[src/rtl/pipe_ctrl_pkg.sv]
// Shared definitions for the pipeline stall/flush sequencer.
//   - FSM state encoding
//   - operand-forwarding select encoding and a priority helper
//   - default register-number and counter widths
package pipe_ctrl_pkg;

    localparam int unsigned DEF_REGNOBITS = 4;
    localparam int unsigned DEF_CNTBITS   = 32;
    localparam int unsigned FWDBITS       = 2;

    typedef enum logic [1:0] {
        ST_RUN       = 2'd0,
        ST_CTRL_WAIT = 2'd1,
        ST_REDIRECT  = 2'd2
    } state_t;

    localparam logic [FWDBITS-1:0] FWD_REG = 2'd0;
    localparam logic [FWDBITS-1:0] FWD_EX  = 2'd1;
    localparam logic [FWDBITS-1:0] FWD_MEM = 2'd2;

    // Youngest producer wins: EX result is newer than MEM result.
    function automatic logic [FWDBITS-1:0] fwd_pick(input logic ex_hit, input logic mem_hit);
        if (ex_hit)       return FWD_EX;
        else if (mem_hit) return FWD_MEM;
        else              return FWD_REG;
    endfunction

endpackage

[src/rtl/hazard_scoreboard.sv]
// In-flight destination tracker for the EX and MEM stages plus RAW match logic.
// The WB entry is not stored: the regfile writes on negedge, so a WB producer
// is already visible to ID and can never cause a hazard or need forwarding.
// Build option: PIPE_FORWARDING_EN (load-use-only hazards, forwarding selects).
// Ports:
//   clk, reset            clock, async active-high reset (clears all entries)
//   in_valid/in_wregno/in_is_load  entry shifting into EX this cycle
//   rs, rt                source registers of the instruction in ID
//   hz_rs, hz_rt          source needs a stall
//   fwd_rs, fwd_rt        forwarding select for each source
module hazard_scoreboard
    import pipe_ctrl_pkg::*;
#(
    parameter int unsigned REGNOBITS = DEF_REGNOBITS
) (
    input  logic                 clk,
    input  logic                 reset,
    input  logic                 in_valid,
    input  logic [REGNOBITS-1:0] in_wregno,
    input  logic                 in_is_load,
    input  logic [REGNOBITS-1:0] rs,
    input  logic [REGNOBITS-1:0] rt,
    output logic                 hz_rs,
    output logic                 hz_rt,
    output logic [FWDBITS-1:0]   fwd_rs,
    output logic [FWDBITS-1:0]   fwd_rt
);

    logic                 ex_valid, mem_valid;
    logic [REGNOBITS-1:0] ex_wregno, mem_wregno;
    logic                 ex_load;
    logic                 ex_hit_rs, mem_hit_rs, ex_hit_rt, mem_hit_rt;

    // EX -> MEM shift, one step per cycle.
    always_ff @(posedge clk or posedge reset) begin
        if (reset) begin
            ex_valid   <= 1'b0;
            ex_wregno  <= '0;
            ex_load    <= 1'b0;
            mem_valid  <= 1'b0;
            mem_wregno <= '0;
        end else begin
            ex_valid   <= in_valid;
            ex_wregno  <= in_wregno;
            ex_load    <= in_is_load;
            mem_valid  <= ex_valid;
            mem_wregno <= ex_wregno;
        end
    end

    assign ex_hit_rs  = ex_valid  & (ex_wregno  == rs);
    assign mem_hit_rs = mem_valid & (mem_wregno == rs);
    assign ex_hit_rt  = ex_valid  & (ex_wregno  == rt);
    assign mem_hit_rt = mem_valid & (mem_wregno == rt);

`ifdef PIPE_FORWARDING_EN
    // Only a load in EX has no result yet; everything else is forwarded.
    assign hz_rs  = ex_hit_rs & ex_load;
    assign hz_rt  = ex_hit_rt & ex_load;
    assign fwd_rs = fwd_pick(ex_hit_rs, mem_hit_rs);
    assign fwd_rt = fwd_pick(ex_hit_rt, mem_hit_rt);
`else
    logic unused_load;
    assign unused_load = ex_load;
    assign hz_rs  = ex_hit_rs | mem_hit_rs;
    assign hz_rt  = ex_hit_rt | mem_hit_rt;
    assign fwd_rs = FWD_REG;
    assign fwd_rt = FWD_REG;
`endif

endmodule

[src/rtl/pipe_hazard_ctrl.sv]
// Central stall/flush sequencer for the FE/ID/EX/MEM/WB pipeline.
// Build option: PIPE_FORWARDING_EN enables forwarding selects and limits
// stalls to load-use; without it any EX/MEM producer stalls ID.
// Ports:
//   clk, reset            clock, async active-high reset
//   id_*                  decode info for the instruction in ID
//   ex_resolve/ex_mispred control instruction in EX resolved / mispredicted
//   stall_fe              hold PC and FE latch
//   bubble_id             insert NOP into ID->EX
//   flush_fe              squash FE latch, select pcgood
//   fwd_rs_sel/fwd_rt_sel operand source (regfile, EX, MEM)
//   stall_cnt/flush_cnt   debug event counters (wrap)
// Control outputs are combinational (they must act in the cycle the hazard is
// seen) and forced to 0 while reset is asserted.
module pipe_hazard_ctrl
    import pipe_ctrl_pkg::*;
#(
    parameter int unsigned REGNOBITS = DEF_REGNOBITS,
    parameter int unsigned CNTBITS   = DEF_CNTBITS
) (
    input  logic                 clk,
    input  logic                 reset,
    input  logic                 id_valid,
    input  logic [REGNOBITS-1:0] id_rs,
    input  logic [REGNOBITS-1:0] id_rt,
    input  logic                 id_use_rs,
    input  logic                 id_use_rt,
    input  logic                 id_wr_reg,
    input  logic [REGNOBITS-1:0] id_wregno,
    input  logic                 id_is_load,
    input  logic                 id_is_ctrl,
    input  logic                 ex_resolve,
    input  logic                 ex_mispred,
    output logic                 stall_fe,
    output logic                 bubble_id,
    output logic                 flush_fe,
    output logic [FWDBITS-1:0]   fwd_rs_sel,
    output logic [FWDBITS-1:0]   fwd_rt_sel,
    output logic [CNTBITS-1:0]   stall_cnt,
    output logic [CNTBITS-1:0]   flush_cnt
);

    state_t               state, state_nxt;
    logic                 sb_in_valid;
    logic                 hz_rs, hz_rt, hz;
    logic [FWDBITS-1:0]   sb_fwd_rs, sb_fwd_rt;

    // A bubbled instruction never reaches EX, so it must not enter the scoreboard.
    assign sb_in_valid = id_valid & id_wr_reg & ~bubble_id;

    hazard_scoreboard #(
        .REGNOBITS (REGNOBITS)
    ) u_sb (
        .clk        (clk),
        .reset      (reset),
        .in_valid   (sb_in_valid),
        .in_wregno  (id_wregno),
        .in_is_load (id_is_load),
        .rs         (id_rs),
        .rt         (id_rt),
        .hz_rs      (hz_rs),
        .hz_rt      (hz_rt),
        .fwd_rs     (sb_fwd_rs),
        .fwd_rt     (sb_fwd_rt)
    );

    assign hz = id_valid & ((id_use_rs & hz_rs) | (id_use_rt & hz_rt));

    // State register.
    always_ff @(posedge clk or posedge reset) begin
        if (reset) state <= ST_RUN;
        else       state <= state_nxt;
    end

    // Next state and control outputs; a hazard stall beats a control instruction.
    always_comb begin
        state_nxt  = state;
        stall_fe   = 1'b0;
        bubble_id  = 1'b0;
        flush_fe   = 1'b0;
        fwd_rs_sel = FWD_REG;
        fwd_rt_sel = FWD_REG;
        if (!reset) begin
            fwd_rs_sel = sb_fwd_rs;
            fwd_rt_sel = sb_fwd_rt;
            case (state)
                ST_RUN: begin
                    if (hz) begin
                        stall_fe  = 1'b1;
                        bubble_id = 1'b1;
                    end else if (id_valid && id_is_ctrl) begin
                        stall_fe  = 1'b1;
                        state_nxt = ST_CTRL_WAIT;
                    end
                end
                ST_CTRL_WAIT: begin
                    stall_fe  = 1'b1;
                    bubble_id = 1'b1;
                    if (ex_resolve) state_nxt = ex_mispred ? ST_REDIRECT : ST_RUN;
                end
                ST_REDIRECT: begin
                    flush_fe  = 1'b1;
                    bubble_id = 1'b1;
                    state_nxt = ST_RUN;
                end
                default: state_nxt = ST_RUN;
            endcase
        end
    end

    // Debug event counters, wrapping.
    always_ff @(posedge clk or posedge reset) begin
        if (reset) begin
            stall_cnt <= '0;
            flush_cnt <= '0;
        end else begin
            if (stall_fe) stall_cnt <= stall_cnt + CNTBITS'(1);
            if (flush_fe) flush_cnt <= flush_cnt + CNTBITS'(1);
        end
    end

endmodule
[config.mk]
export PLATFORM = sky130hd
export DESIGN_NAME = pipe_hazard_ctrl
export DESIGN_NICKNAME = d
export VERILOG_FILES = /design/src/rtl/pipe_ctrl_pkg.sv /design/src/rtl/hazard_scoreboard.sv /design/src/rtl/pipe_hazard_ctrl.sv
export SDC_FILE = /design/constraint.sdc
export NUM_CORES = 1
export LEC_CHECK = 0
export BUFFER_PORTS_ARGS = -buffer_cell sky130_fd_sc_hd__buf_2
export CORE_ASPECT_RATIO = 1.75
export CORE_UTILIZATION = 50
export CTS_CLUSTER_DIAMETER = 30
export DETAILED_ROUTE_END_ITERATION = 12
export PLACE_DENSITY = 0.76
export SKIP_CTS_REPAIR_TIMING = 1
export SLEW_MARGIN = 20
export SYNTH_ARGS = -nofsm -noshare
export SYNTH_HDL_FRONTEND = slang
export SYNTH_HIERARCHICAL = 1
export SYNTH_SLANG_ARGS = --single-unit
export TNS_END_PERCENT = 100
[constraint.sdc]
create_clock -name clk -period 2.2 [get_ports clk]
set_input_delay 0.22 -clock clk [delete_from_list [all_inputs] [get_ports clk]]
set_output_delay 0.22 -clock clk [all_outputs]
set_load 0.005 [all_outputs]
==> results.py, run 1 <==
metrics = {
    "status": {
        "outcome": "finished, violations left",
        "violations": "negative hold slack, negative setup slack",
    },
    "yosys": {
        "synth_cell_types": 47,
        "synth_ff_type": "dfrtp_1",
        "avgSynthCellArea_um2": 11.3,
        "ys_async_sr_fraction_pct": 100,
        "synth_area_mm2": 0.00360,
        "yosysWarnings": 6,
        "synth_edf_count": 0,
        "syn_inst": 318,
        "ys_ff_latch": 76,
        "synth.yosys.seq_area_share_pct": 52.8,
    },
    "clock_network": {
        "clk_latency_ps": 330,
        "h-tree-depth": 3,
        "clk_path_buf_depth": 2,
        "cts_buffers": 9,
        "clkTransAtPathRegs_ps": 60,
        "ctsRootBufferMaster": "clkbuf_16",
        "cts_tree": "done",
        "cts.sinks": 76,
    },
    "detailed_routing": {
        "wire_per_inst_um": 14.5,
        "drtIter0Drc": 148,
        "vias": 2736,
        "wirelength_um": 7550,
        "firstDrtPassIters": 4,
        "route.detailed.drc": 0,
        "postRouteAntennaNets": 0,
        "drt-vias-per-instance": 5.25,
    },
    "finish": {
        "stdcell_area_mm2": 0.00469,
        "nets": 460,
        "final_core_util_pct": 68.0,
        "n_antenna_cell": 0,
        "fill_cells": 515,
        "drive_above_1_share_pct": 33.4,
        "area_delta_synth_final_pct": 30.3,
    },
    "pwr": {
        "clkPwrFrac_pct": 42.4,
        "power_frac_seq_pct": 40.8,
        "power.leakage_nw": 2.40,
        "p_switching_w": 0.00102,
        "peakVddDrop_uv": 679,
        "switching_share_pct": 25.2,
        "intPower_w": 0.00303,
        "p_comb_share_pct": 16.8,
        "power.total_w": 0.00405,
        "p_per_area_mw_per_mm2": 862,
    },
    "sta": {
        "min_period_ps": 2270,
        "worst_pin_slew_ps": 819,
        "grt_setup_unrepaired": "true",
        "drv_slew": 0,
        "slew_headroom_pct": 45.4,
        "fin_worst_skew_ps": 4.16,
        "final_hold_viol_count": 10,
        "worst_slack_ps": -68.2,
        "whs_ps": -20.5,
        "max_freq_mhz": 441,
        "finalSetupViolations": 2,
        "period_share_pct": 103,
    },
    "floorplan": {
        "num_rows": 40,
        "core_area_mm2": 0.00691,
        "start_util_pct": 52.1,
        "die_area_mm2": 0.00756,
        "die_w_um": 66.2,
        "ios": 93,
        "die_h_um": 114,
    },
    "job": {
        "max_cap_viol_count": 0,
    },
    "global_routing": {
        "grt_pass1_wl_um": 12000,
        "grt_max_degree": 67,
        "grt_pass1_vias": 2625,
        "grt_antenna_before_repair": 0,
        "overflow": 0,
        "grtUsageMet1_pct": 23.6,
        "busiest_layer": "met2",
        "use_met2_pct": 36.5,
        "use_met3_pct": 5.58,
        "grt_usage_pct": 21.3,
    },
    "worst_setup_path": {
        "critPathRequiredTime_ps": 1980,
        "max_stage_delay_ps": 400,
        "crit_path_top_delay_cell": "dfrtp_1",
        "crit_chain": "xor2_1, nor4_2, a21o_1, a22o_2, and3_4, nor2_2, nor3_2, buf_2",
        "cp_data_arrival_time_ps": 2050,
        "endpoint_kind": "primary output",
        "start_kind": "flip-flop",
        "worstSetupPathType": "reg2out",
        "path_max_fanout": 2,
    },
    "placed_design": {
        "port_buffers": 87,
        "placedInstanceArea_mm2": 0.00417,
        "gp_routability_congestion": 0.803,
        "hpwlAfterDp_um": 5390,
    },
    "min_path": {
        "hold_path.class": "in2async",
    },
}
[state kept, by name, summed over array words and instances, names as in the netlist]
register / cells
stall_cnt: 32
u_sb/ex_wregno: 4
u_sb/mem_wregno: 4
u_sb/mem_valid: 1
state: 2
u_sb/ex_valid: 1
flush_cnt: 32
[cell usage after synthesis (2+ instances only)]
cell type   n  area, um^2
nor4_2      2        25.0
nor3_1      7        35.0
nand4_1    16         100
nor2_1     17        63.8
dfrtp_1    76        1900
xor2_1     21         184
xnor2_1    51         447
nand2_1    27         101
and4_1      8        70.1
nand2b_1    4        25.0
o21ai_0     4        20.0
nand3_1    19        95.1
nor2b_1     5        31.3
buf_4       4        30.0
inv_1      14        52.6
and2_1      3        18.8
ha_1        6        75.1
and3_1      5        31.3
[cells in the final DEF (no fill, tap or decap), types with 2 or more instances in the layout]
cell type	netlist	layout
o21ai_1	0	2
and3_1	5	4
buf_2	1	87
and4_1	8	8
nor2_2	0	2
dlygate4sd3_1	0	4
nand3_2	1	3
nand2_1	27	26
buf_4	4	14
nand2_2	1	2
nand3_4	1	2
and2_1	3	3
conb_1	1	4
xor2_1	21	21
nor4_2	2	2
nand2b_1	4	4
xnor2_1	51	50
bufinv_16	0	3
nand4_1	16	16
ha_1	6	6
nand3_1	19	16
clkbuf_8	0	2
o21ai_0	4	2
nor3_1	7	5
nor2b_1	5	5
inv_1	14	13
dfrtp_1	76	76
buf_6	1	2
clkbuf_16	0	9
nor2_1	17	15
[layout make-up]
type                       count  area, um^2  share of cell area (%)
clock inverter                 4        95.1                    2.03
timing repair buffer         107         603                    12.8
sequential                    76        1900                    40.5
multi-input combinational    224        1680                    35.7
tap                           84         105                    2.24
clock buffer                  12         256                    5.47
inverter                      14        56.3                    1.20
[kinds of logic after synthesis]
family                   count (synthesis)  synth area share, %
buffers and inverters                   21                 2.85
AND/OR/NAND/NOR                        126                 20.8
multiplexers                             1                0.313
XOR/XNOR                                72                 17.5
adder cells (fa/ha/maj)                  6                 2.08
flip-flops                              76                 52.8
other                                    1                0.104
AO/OA/AOI/OAI                           15                 3.51
[critical path, delay by kind of cell, from the launching register on]
kind | cells | cell delay, ps
flip-flops | 1 | 400
AO/OA/AOI/OAI | 2 | 290
buffers and inverters | 1 | 150
AND/OR/NAND/NOR | 4 | 710
XOR/XNOR | 1 | 160
[power by group through the flow]
stage	clock network (W)	logic [W]	registers [W]
finish	0.00172	0.000680	0.00165
global route	0.00180	0.000759	0.00167
detailed placement	0	0.000590	0.00167
global placement	0	0.000576	0.00166
floorplan	0	0.000365	0.00165
CTS	0.00175	0.000595	0.00165
[final timing paths]
check / start / to / slack, ps / cells after the start
setup reg to reg: u_sb/mem_wregno[0] / stall_cnt[27] / 70 / 10
hold / removal: reset / u_sb/ex_wregno[2] / -20 / 2
max in group asynchronous: reset / stall_cnt[15] / 1390 / 3
hold reg to reg: u_sb/ex_wregno[0] / u_sb/mem_wregno[0] / 380 / 0
setup / recovery: u_sb/mem_wregno[0] / bubble_id / -70 / 8
min in group clk: id_wr_reg / u_sb/ex_valid / 100 / 3
[layer usage]
metal,routed length (um),vias to the layer above,part of all wire [%]
li1,-,1305,-
met1,2920,1348,39
met2,4150,71,55
met3,357,12,4.7
met4,125,0,1.7
met5,0,-,0
[metrics by stage]
stage / std cells / setup TNS (ps) / hold WS [ps] / worst slack [ps]
floorplan: 321 / 0 / 60.2 / 191
global placement: 493 / 0 / 329 / 121
detailed placement: 493 / 0 / 330 / 56.9
CTS: 509 / -393 / -25.8 / -223
global route: 521 / -606 / 18.8 / -177
finish: 521 / -114 / -20.5 / -68.2
(Power assumes the default switching activity.)
==> run 2, diff against run 1 <==
--- a/config.mk
+++ b/config.mk
@@ -5,9 +5,10 @@
 export SDC_FILE = /design/constraint.sdc
 export NUM_CORES = 1
 export LEC_CHECK = 0
-export BUFFER_PORTS_ARGS = -buffer_cell sky130_fd_sc_hd__buf_2
+export BUFFER_PORTS_ARGS = -buffer_cell sky130_fd_sc_hd__clkbuf_2
 export CORE_ASPECT_RATIO = 1.75
 export CORE_UTILIZATION = 50
+export CTS_BUF_LIST = sky130_fd_sc_hd__clkbuf_16
 export CTS_CLUSTER_DIAMETER = 30
 export DETAILED_ROUTE_END_ITERATION = 12
 export PLACE_DENSITY = 0.76
==> constraint.sdc (replaced) <==
create_clock -name clk -period 2.4 [get_ports clk]
set_input_delay 0.24 -clock clk [delete_from_list [all_inputs] [get_ports clk]]
set_output_delay 0.24 -clock clk [all_outputs]
set_load 0.005 [all_outputs]
==> results.py, run 2 (same netlist as run 1, synthesis figures left out) <==
metrics = {
    "clock_network": {
        "clk_path_buf_depth": 2,
        "cts.sinks": 76,
        "cts_buffers": 9,
        "clk_latency_ps": 330,
        "clkTransAtPathRegs_ps": 60,
        "cts_tree": "done",
        "h-tree-depth": 3,
        "ctsRootBufferMaster": "clkbuf_16",
    },
    "sta": {
        "whs_ps": 11.7,
        "worst_pin_slew_ps": 814,
        "final_hold_viol_count": 0,
        "fin_worst_skew_ps": 6.39,
        "period_share_pct": 94.1,
        "finalSetupViolations": 0,
        "tns_ps": 0,
        "worst_slack_ps": 142,
        "slew_headroom_pct": 45.8,
        "grt_setup_unrepaired": "false",
        "drv_slew": 0,
        "min_period_ps": 2260,
        "max_freq_mhz": 443,
    },
    "pwr": {
        "peakVddDrop_uv": 604,
        "power.leakage_nw": 2.25,
        "p_per_area_mw_per_mm2": 793,
    },
    "floorplan": {
        "die_area_mm2": 0.00756,
        "core_area_mm2": 0.00691,
        "die_h_um": 114,
        "start_util_pct": 52.1,
        "ios": 93,
        "die_w_um": 66.2,
        "num_rows": 40,
    },
    "finish": {
        "final_cells": 507,
        "nets": 446,
        "drive_above_1_share_pct": 30.0,
        "multiInputGateArea_mm2": 0.00162,
        "layout_common_cells": "clkbuf_2 (87), dfrtp_1 (76), xnor2_1 (51), nand2_1 (27), xor2_1 (21)",
        "regArea_mm2": 0.00190,
        "n_antenna_cell": 0,
        "fill_cells": 551,
        "area_delta_synth_final_pct": 25.0,
        "final_common_cell": "clkbuf_2",
        "top_regs": "flush_cnt: 32 flops, stall_cnt: 32 flops",
    },
    "placed_design": {
        "hpwlAfterDp_um": 5300,
        "dp_cells": 490,
        "port_buffers": 87,
        "place_ws_ps": 231,
        "gp_routability_congestion": 0.792,
    },
    "global_routing": {
        "grt_max_degree": 67,
        "grt_usage_pct": 21.5,
        "grt_pass1_wl_um": 12300,
        "overflow": 0,
        "grt_pass1_vias": 2649,
        "grt_antenna_before_repair": 0,
    },
    "detailed_routing": {
        "wire_per_inst_um": 14.3,
        "route.detailed.drc": 0,
        "firstDrtPassIters": 6,
        "drtIter0Drc": 137,
        "vias": 2676,
        "wirelength_um": 7270,
        "postRouteAntennaNets": 0,
        "drt-vias-per-instance": 5.28,
    },
    "worst_setup_path": {
        "critPathRequiredTime_ps": 2160,
        "start_kind": "flip-flop",
        "worstSetupPathType": "reg2out",
        "cp_data_arrival_time_ps": 2020,
        "path_max_fanout": 6,
        "endpoint_kind": "primary output",
    },
    "job": {
        "max_cap_viol_count": 0,
    },
    "min_path": {
        "hold_path.class": "in2reg",
    },
    "status": {
        "outcome": "complete, no violations",
    },
}
## run 2: changes by cell type in the layout (fill, tap and decap cells not counted), sizes merged
cell | before | now
buf | 103 | 6
dlygate4sd3 | 4 | 0
clkinvlp | 1 | 2
clkinv | 1 | 3
clkbuf | 12 | 96
## run 2: worst paths after layout
kind	start	endpoint	slack, ps	cells after the start
max	u_sb/ex_wregno[3]	stall_fe	140	7
min	id_wregno[1]	u_sb/ex_wregno[1]	10	1
max reg2reg	u_sb/mem_wregno[0]	stall_cnt[29]	200	8
min reg2reg	u_sb/ex_wregno[0]	u_sb/mem_wregno[0]	380	0
max in group asynchronous	reset	stall_cnt[5]	1510	3
min in group asynchronous	reset	u_sb/ex_wregno[3]	50	2
## run 2: where the power goes
group	switching [W]	internal (W)	total, W	leakage, nW
Clock	0.000509	0.00101	0.00152	0.163
Combinational	0.000277	0.000257	0.000534	1.08
Sequential	0.000131	0.00138	0.00152	1.01
## run 2: layer usage
layer / vias to the layer above / wire [um] / GRT usage (%)
li1: 1279 / - / -
met1: 1310 / 2890 / 25.1
met2: 71 / 3900 / 36.3
met3: 16 / 292 / 5.38
met4: 0 / 186 / 9.65
met5: - / 0 / 0
## run 2: final cells by class
| cell class | count | share of cell area [%] |
|---|---|---|
| inverter | 14 | 1.25 |
| timing repair buffer | 93 | 10.7 |
| clock buffer | 9 | 5.00 |
| sequential | 76 | 42.2 |
| clock inverter | 7 | 2.56 |
| multi-input combinational | 224 | 35.9 |
| tap | 84 | 2.33 |
## run 2: critical path: stages, from the launching register on
cell       delay [ps]
dfrtp_1           420
o22ai_1           190
nor3_1             80
a21o_1            180
a22o_2            260
a2bb2oi_4         260
inv_1             160
clkbuf_2          140
## run 2: per-stage QoR
stage / cell area (um^2) / utilization (%) / total power [W]
2_1_floorplan: 3620 / - / 0.00185
3_3_place_gp: 4140 / 60.0 / 0.00203
3_5_place_dp: 4140 / 60.0 / 0.00206
4_1_cts: 4480 / 64.9 / 0.00360
5_1_grt: 4500 / 65.2 / 0.00375
6_report: 4500 / 65.2 / 0.00357
